$ cat src/rtl/wm_cycle_ctrl.sv
// Washing-machine cycle controller: fill/wash/drain/rinse/spin with pause, door interlock and abort.
// Define WM_PREWASH_EN to add a PREWASH phase ahead of the first FILL in heavy mode (mode 2).
module wm_cycle_ctrl #(
  parameter int CNT_W       = 8,
  parameter int FILL_CYC    = 4,
  parameter int WASH_BASE   = 8,
  parameter int DRAIN_CYC   = 3,
  parameter int RINSE_CYC   = 6,
  parameter int SPIN_CYC    = 5,
  parameter int MAX_RINSE   = 3,
  parameter int PREWASH_CYC = 6
) (
  input  logic             clk,
  input  logic             rst,
  input  logic             start,
  input  logic [1:0]       mode,
  input  logic             pause,
  input  logic             door_open,
  input  logic             abort,
  output logic [3:0]       state,
  output logic             busy,
  output logic             water_valve,
  output logic             drain_pump,
  output logic [1:0]       motor,
  output logic [CNT_W-1:0] phase_left,
  output logic [2:0]       rinse_left,
  output logic             paused,
  output logic             done
);

  // state   | meaning
  // IDLE    | waiting for start with door closed
  // FILL    | water valve open
  // WASH    | agitate for k*WASH_BASE cycles
  // DRAIN   | pump out; exits to FILL, SPIN, or IDLE after abort
  // RINSE   | agitate, consumes one rinse on exit
  // SPIN    | final spin
  // DONE    | one-cycle completion pulse
  // PREWASH | heavy-mode prewash (WM_PREWASH_EN only)
  typedef enum logic [3:0] {
    S_IDLE  = 4'd0,
    S_FILL  = 4'd1,
    S_WASH  = 4'd2,
    S_DRAIN = 4'd3,
    S_RINSE = 4'd4,
    S_SPIN  = 4'd5,
    S_DONE  = 4'd6
`ifdef WM_PREWASH_EN
    , S_PREWASH = 4'd7
`endif
  } st_t;

  localparam logic [CNT_W-1:0] FILL_LD  = CNT_W'(FILL_CYC - 1);
  localparam logic [CNT_W-1:0] DRAIN_LD = CNT_W'(DRAIN_CYC - 1);
  localparam logic [CNT_W-1:0] RINSE_LD = CNT_W'(RINSE_CYC - 1);
  localparam logic [CNT_W-1:0] SPIN_LD  = CNT_W'(SPIN_CYC - 1);
`ifdef WM_PREWASH_EN
  localparam logic [CNT_W-1:0] PW_LD    = CNT_W'(PREWASH_CYC - 1);
`endif

  st_t              st_q, st_d;
  logic [CNT_W-1:0] tmr_q, tmr_d;
  logic [2:0]       rinse_q, rinse_d;
  logic [1:0]       mode_q, mode_d;
  logic             washed_q, washed_d;
  logic             abort_q, abort_d;
  logic             frozen;
  logic [CNT_W-1:0] wash_ld;
  logic [2:0]       rinse_init;

  assign busy   = (st_q != S_IDLE) && (st_q != S_DONE);
  assign frozen = busy && (pause || door_open);

  always_comb begin
    case (mode_q)
      2'd0:    wash_ld = CNT_W'(WASH_BASE - 1);
      2'd1:    wash_ld = CNT_W'(2 * WASH_BASE - 1);
      default: wash_ld = CNT_W'(3 * WASH_BASE - 1);
    endcase
    case (mode)
      2'd1:    rinse_init = 3'd2;
      2'd2:    rinse_init = 3'(MAX_RINSE);
      default: rinse_init = 3'd1;
    endcase
  end

  always_comb begin
    st_d     = st_q;
    tmr_d    = tmr_q;
    rinse_d  = rinse_q;
    mode_d   = mode_q;
    washed_d = washed_q;
    abort_d  = abort_q;
    case (st_q)
      S_IDLE: begin
        if (start && !door_open) begin
          mode_d   = mode;
          rinse_d  = rinse_init;
          washed_d = 1'b0;
          abort_d  = 1'b0;
`ifdef WM_PREWASH_EN
          if (mode == 2'd2) begin
            st_d  = S_PREWASH;
            tmr_d = PW_LD;
          end else
`endif
          begin
            st_d  = S_FILL;
            tmr_d = FILL_LD;
          end
        end
      end
      S_DONE: st_d = S_IDLE;
      default: begin
        abort_d = abort_q | abort;
        // Abort outranks freeze: leave any non-DRAIN phase for a full drain.
        if (abort && st_q != S_DRAIN) begin
          st_d  = S_DRAIN;
          tmr_d = DRAIN_LD;
        end else if (!frozen) begin
          if (tmr_q != '0) begin
            tmr_d = tmr_q - CNT_W'(1);
          end else begin
            case (st_q)
`ifdef WM_PREWASH_EN
              S_PREWASH: begin
                st_d  = S_FILL;
                tmr_d = FILL_LD;
              end
`endif
              S_FILL: begin
                if (!washed_q && mode_q != 2'd3) begin
                  st_d     = S_WASH;
                  tmr_d    = wash_ld;
                  washed_d = 1'b1;
                end else begin
                  st_d  = S_RINSE;
                  tmr_d = RINSE_LD;
                end
              end
              S_WASH: begin
                st_d  = S_DRAIN;
                tmr_d = DRAIN_LD;
              end
              S_RINSE: begin
                st_d    = S_DRAIN;
                tmr_d   = DRAIN_LD;
                rinse_d = rinse_q - 3'd1;
              end
              S_DRAIN: begin
                if (abort_q || abort) begin
                  st_d    = S_IDLE;
                  tmr_d   = '0;
                  rinse_d = 3'd0;
                  abort_d = 1'b0;
                end else if (rinse_q != 3'd0) begin
                  st_d  = S_FILL;
                  tmr_d = FILL_LD;
                end else begin
                  st_d  = S_SPIN;
                  tmr_d = SPIN_LD;
                end
              end
              S_SPIN: begin
                st_d    = S_DONE;
                tmr_d   = '0;
                rinse_d = 3'd0;
              end
              default: st_d = S_IDLE;
            endcase
          end
        end
      end
    endcase
  end

  always_ff @(posedge clk or posedge rst) begin
    if (rst) begin
      st_q     <= S_IDLE;
      tmr_q    <= '0;
      rinse_q  <= 3'd0;
      mode_q   <= 2'd0;
      washed_q <= 1'b0;
      abort_q  <= 1'b0;
    end else begin
      st_q     <= st_d;
      tmr_q    <= tmr_d;
      rinse_q  <= rinse_d;
      mode_q   <= mode_d;
      washed_q <= washed_d;
      abort_q  <= abort_d;
    end
  end

  always_comb begin
    water_valve = 1'b0;
    drain_pump  = 1'b0;
    motor       = 2'b00;
    if (!frozen) begin
      case (st_q)
        S_FILL:  water_valve = 1'b1;
        S_DRAIN: drain_pump  = 1'b1;
        S_WASH,
        S_RINSE: motor       = 2'b01;
        S_SPIN:  motor       = 2'b10;
`ifdef WM_PREWASH_EN
        S_PREWASH: begin
          water_valve = 1'b1;
          motor       = 2'b01;
        end
`endif
        default: ;
      endcase
    end
  end

  assign state      = st_q;
  assign phase_left = tmr_q;
  assign rinse_left = rinse_q;
  assign paused     = frozen;
  assign done       = (st_q == S_DONE);

endmodule

$ cat config.mk
export PLATFORM = sky130hd
export DESIGN_NAME = wm_cycle_ctrl
export DESIGN_NICKNAME = d
export VERILOG_FILES = /design/src/rtl/wm_cycle_ctrl.sv
export SDC_FILE = /design/constraint.sdc
export NUM_CORES = 1
export LEC_CHECK = 0
export ABC_AREA = 1
export CORE_MARGIN = 2
export CORE_UTILIZATION = 35
export CTS_BUF_LIST = sky130_fd_sc_hd__clkbuf_16
export CTS_CLUSTER_DIAMETER = 150
export DETAILED_ROUTE_END_ITERATION = 10
export GPL_ROUTABILITY_DRIVEN = 1
export HOLD_SLACK_MARGIN = 0.05
export PLACE_DENSITY_LB_ADDON = 0.05
export SLEW_MARGIN = 40
export SYNTH_ARGS = -nofsm -noshare
export SYNTH_HDL_FRONTEND = slang
export SYNTH_SLANG_ARGS = --single-unit
$ cat constraint.sdc
create_clock -name clk -period 4.1 [get_ports clk]
set_input_delay 1.025 -clock clk [delete_from_list [all_inputs] [get_ports clk]]
set_output_delay 1.025 -clock clk [all_outputs]
set_load 0.05 [all_outputs]
Yosys cells after proc, flatten, opt, wreduce, memory -nomap -nowiden
Cells that the tools add are included.
{"block": "totals", "ff_bits": 19, "wordCells": 101}
{"block": "op_classes", "add_sub_neg": 2, "n_eq_ne": 20, "n_mux": 46, "bitwise_logic": 2, "n_reduce_logical": 25}
{"operator": "8-bit two-way mux", "n": 5}
{"operator": "8-bit case mux with 4 select lines", "n": 1}
{"operator": "3-bit two-way mux", "n": 10}
{"operator": "4-bit two-way mux", "n": 4}
{"operator": "4-bit case mux with 4 select lines", "n": 1}
{"operator": "8-bit case mux with 2 select lines", "n": 1}
{"operator": "1-bit two-way mux", "n": 15}
{"operator": "7-bit AND reduction", "n": 2}
{"operator": "4-bit by 3-bit == test with 1-bit output (second input constant)", "n": 3}
{"operator": "5-bit case mux with 2 select lines", "n": 1}
{"operator": "3-bit case mux with 3 select lines", "n": 1}
{"operator": "4-bit by 2-bit == test with 1-bit output (second input constant)", "n": 2}
{"operator": "4-bit by 3-bit inequality test with 1-bit output (second input constant)", "n": 2}
{"operator": "2-bit case mux with 2 select lines", "n": 2}
{"operator": "4-bit case mux with 2 select lines", "n": 1}
{"operator": "4-bit nonzero test", "n": 2}
{"operator": "8-bit nonzero test", "n": 1}
{"operator": "8-bit by 1-bit subtractor with 8-bit output (second input constant)", "n": 1}
{"operator": "7-bit nonzero test", "n": 1}
{"operator": "2-bit by 1-bit inequality test with 1-bit output (second input constant)", "n": 3}
{"operator": "3-bit case mux with 2 select lines", "n": 1}
{"operator": "1-bit logical AND", "n": 5}
{"operator": "2-bit by 1-bit == test with 1-bit output (second input constant)", "n": 2}
{"operator": "4-bit by 1-bit == test with 1-bit output (second input constant)", "n": 1}
{"operator": "21 further kinds", "n": 27}

Longest topological paths before layout
{"block": "logic_depth", "depth_word": 8, "mapped_depth": 11}

Worst setup path before layout
No wires, ideal clock.
{"block": "synth_timing", "path_type": "input to output", "start": "in door_open", "end": "out motor[1]", "t_arrival_ps": 2647, "path_slack_ps": 428, "cell_stages": 3, "n_path_buf": 0, "cell_sequence": "nor2_1 inv_1 nor4_1"}
{"block": "synth_via", "elab_chain_cells": 3}
{"element": "start: declaration", "line_no": "18", "text": "input logic door_open,"}
{"element": "1-bit logical OR", "line_no": "72", "text": "assign frozen = busy && (pause || door_open);"}
{"element": "1-bit logical AND", "line_no": "72"}
{"element": "2-bit two-way mux", "line_no": "199", "text": "if (!frozen) begin"}
{"element": "end: declaration", "line_no": "24", "text": "output logic [1:0] motor,"}
No other way between the ends.

Worst setup path after layout
{"block": "layout_timing", "start": "in door_open", "end": "out motor[0]"}
The elaborated chain is that of the path after synthesis.

==> metrics.md <==
| Metric | Value |
|---|---|
| DR iter-0 viols | `63` |
| Sequential fraction of the synthesis area | `0.316` |
| WS Path Type | `input port to output pin` |
| Crit-path max cell delay | `0.83 ns` |
| Max_cap viols | `0` |
| Most frequent cells in the layout | `59 x nand2_1, 28 x inv_1, 25 x clkdlybuf4s50_1` |
| Crit Path Max Fanout | `5` |
| Die height | `67.8 um` |
| Full die area | `4600 um^2` |
| Crit path max-delay family | `buffers and inverters` |
| CP Data Required Time | `3.07 ns` |
| Core Region | `3970 um^2` |
| Max-slew violation count | `0` |
| Grt ovf | `0` |
| Final ANT Viol Nets | `0` |
| Gr busiest metal | `met2` |
| CTS resizes | `0` |
| WHS | `0.519 ns` |
| Flops & latches, synth | `18` |
| Total Routing Usage GR | `0.169` |
| Critical Path End Type | `output pin` |
| Worst slack, placed | `0.422 ns` |
| Drt wl/cell | `12.0 um` |
| Hpwl dp | `2710 um` |
| CTS Buf Count | `3` |
| CTS tree | `yes` |
| Met2 Resource Use GR | `0.268` |
| Clock slew at reported path FFs | `0.05 ns` |
| Syn. warnings | `0` |
| Most common cell after layout, fill and taps aside | `nand2_1` |
| # IOs | `30` |
| Final Skew | `0.00215 ns` |
| Num rows | `23` |
| First-pass GRT wire length | `5830 um` |
| Drt drc | `0` |
| Nets | `258` |
| CTS Buffer Depth | `2` |
| Post-synth EDFFs | `0` |
| HP Class | `register to register` |
| Layout cell share with drive strength beyond 1 | `0.0943` |
| Synthesized area per cell | `6.57 um^2` |
| Util after Layout | `0.454` |
| Hold Buf Count CTS | `0` |
| Worst Max-Slew Pin Slew | `0.722 ns` |
| Asr flop ratio synth | `1.00` |
| Netlist cell types | `28` |
| Cells after Synth | `217` |
| Cell repeated most along the worst path | `clkdlybuf4s50_1` |
| Max Freq | `0.271 GHz` |
| Ant diodes | `0` |
| Largest net degree at the start of global routing | `19` |
| Via count | `1448` |
| Critical-path top delay cell | `clkdlybuf4s50_1` |
| Slew margin rel. | `0.518` |
| H-tree depth | `1` |
| Syn nets | `230` |
| Met1 Use GR | `0.233` |
| Final min period | `3.69 ns` |
| Clk root buf | `clkbuf_16` |
| Met3 GRT Util | `0.0345` |
| RSZ-0062 raised after global routing | `false` |
| Vias in the first global route | `1278` |
| Crit-path cells | `clkdlybuf4s50_1 > nor2_1 > inv_1 > nor3_1 > clkdlybuf4s50_1` |
| Postcts setup bufs | `0` |
| WL final | `3540 um` |
| Buf/Inv on CP | `3` |
| Mapped Area | `1430 um^2` |
| Final Hold Fails | `0` |
| Final setup fails | `0` |
| DR vias/cell | `4.93` |
| Initial Utilization | `0.359` |
| Primary FF master, synth | `dfrtp_1` |
| Port Buffers | `28` |
| Latest clock arrival within the worst-skew pair | `0.25 ns` |
| Antenna violations before repair | `0` |
| Final setup TNS | `0 ns` |
| Die width | `67.8 um` |
| Crit path DAT | `2.67 ns` |
| Routability congestion estimate | `0.792` |
| CTS sink cnt | `18` |
| Area Growth Syn to Fin | `26.3%` |
| Launching element type of the critical path | `input port` |
| Period utilization | `0.901` |
| Drt first pass iters | `4` |
| Run status | `complete, no violations` |
| Final setup margin | `0.406 ns` |
## metal layers
metal / part of all wire / wire length [um]
met3: 0.047 / 166
met5: 0 / 0
met2: 0.47 / 1680
met1: 0.47 / 1650
met4: 0.012 / 43
## worst paths after layout
path,startpoint,to,slack (ns),cells after the start
min reg2reg,washed_q$_DFFE_PP0P_,washed_q$_DFFE_PP0P_,0.52,2
max reg2reg,state[1]$_DFFE_PP0P_,phase_left[1]$_DFFE_PP0P_,2.32,7
min,washed_q$_DFFE_PP0P_,washed_q$_DFFE_PP0P_,0.52,2
max,door_open,motor[0],0.41,5
max in group asynchronous,rst,phase_left[1]$_DFFE_PP0P_,2.45,2
min in group asynchronous,rst,rinse_left[1]$_DFFE_PP0P_,1.19,2
## kinds of logic (layout without fill, tap and decap cells)
kind of cell | count (synthesis) | in the layout | share of synthesized area
buffers and inverters | 35 | 62 | 0.106
flip-flops | 18 | 18 | 0.316
AND/OR/NAND/NOR | 129 | 129 | 0.414
AO/OA/AOI/OAI | 26 | 26 | 0.0974
other | 1 | 1 | 0.00263
adder cells (fa/ha/maj) | 5 | 5 | 0.0439
XOR/XNOR | 2 | 2 | 0.0123
multiplexers | 1 | 1 | 0.00789
## worst reg2reg max path: stages, from the launching register on
cell,delay (ns)
dfrtp_1,0.50
nand2_1,0.14
nor2_1,0.07
nor2_1,0.41
o21ai_1,0.17
nor2_2,0.23
nand3_1,0.13
nand2_1,0.07
## final cells by class
cell class	count	area (um^2)
Clock buffer	3	75.1
Clock inverter	1	3.75
Multi-Input combinational cell	164	825
Sequential cell	18	450
Timing Repair Buffer	28	273
Fill cell	425	2170
Tap cell	50	62.6
Inverter	30	113
## registers in the layout (all words and copies together), names as in the netlist
name and flops:
state 3, washed_q 1, rinse_left 3, mode_q 2, phase_left 8, abort_q 1
## metrics by stage
stage,cells,cell area [um^2]
2_1_floorplan,217,1430
3_3_place_gp,290,1720
3_5_place_dp,290,1720
4_1_cts,294,1800
5_1_grt,294,1800
6_report,294,1800
## cells in the mapped netlist, types with 2 or more instances
library cell / instances / share of area
a21oi_1: 6 / 0.021
buf_4: 3 / 0.016
dfrtp_1: 18 / 0.32
ha_1: 5 / 0.044
inv_1: 28 / 0.074
inv_2: 2 / 0.0053
nand2_1: 59 / 0.16
nand2_2: 3 / 0.013
nand3_1: 23 / 0.081
nand3_2: 4 / 0.028
nand3b_1: 2 / 0.011
nand4_1: 4 / 0.018
nor2_1: 24 / 0.063
nor2_2: 4 / 0.018
nor3_1: 2 / 0.0070
nor4_1: 2 / 0.0088
o21ai_0: 11 / 0.039
o21ai_1: 6 / 0.021
o21bai_1: 2 / 0.011
Power is left out: the tool's default activity adds up to more than one toggle a clock period on the data nets, which glitch-free logic cannot reach.
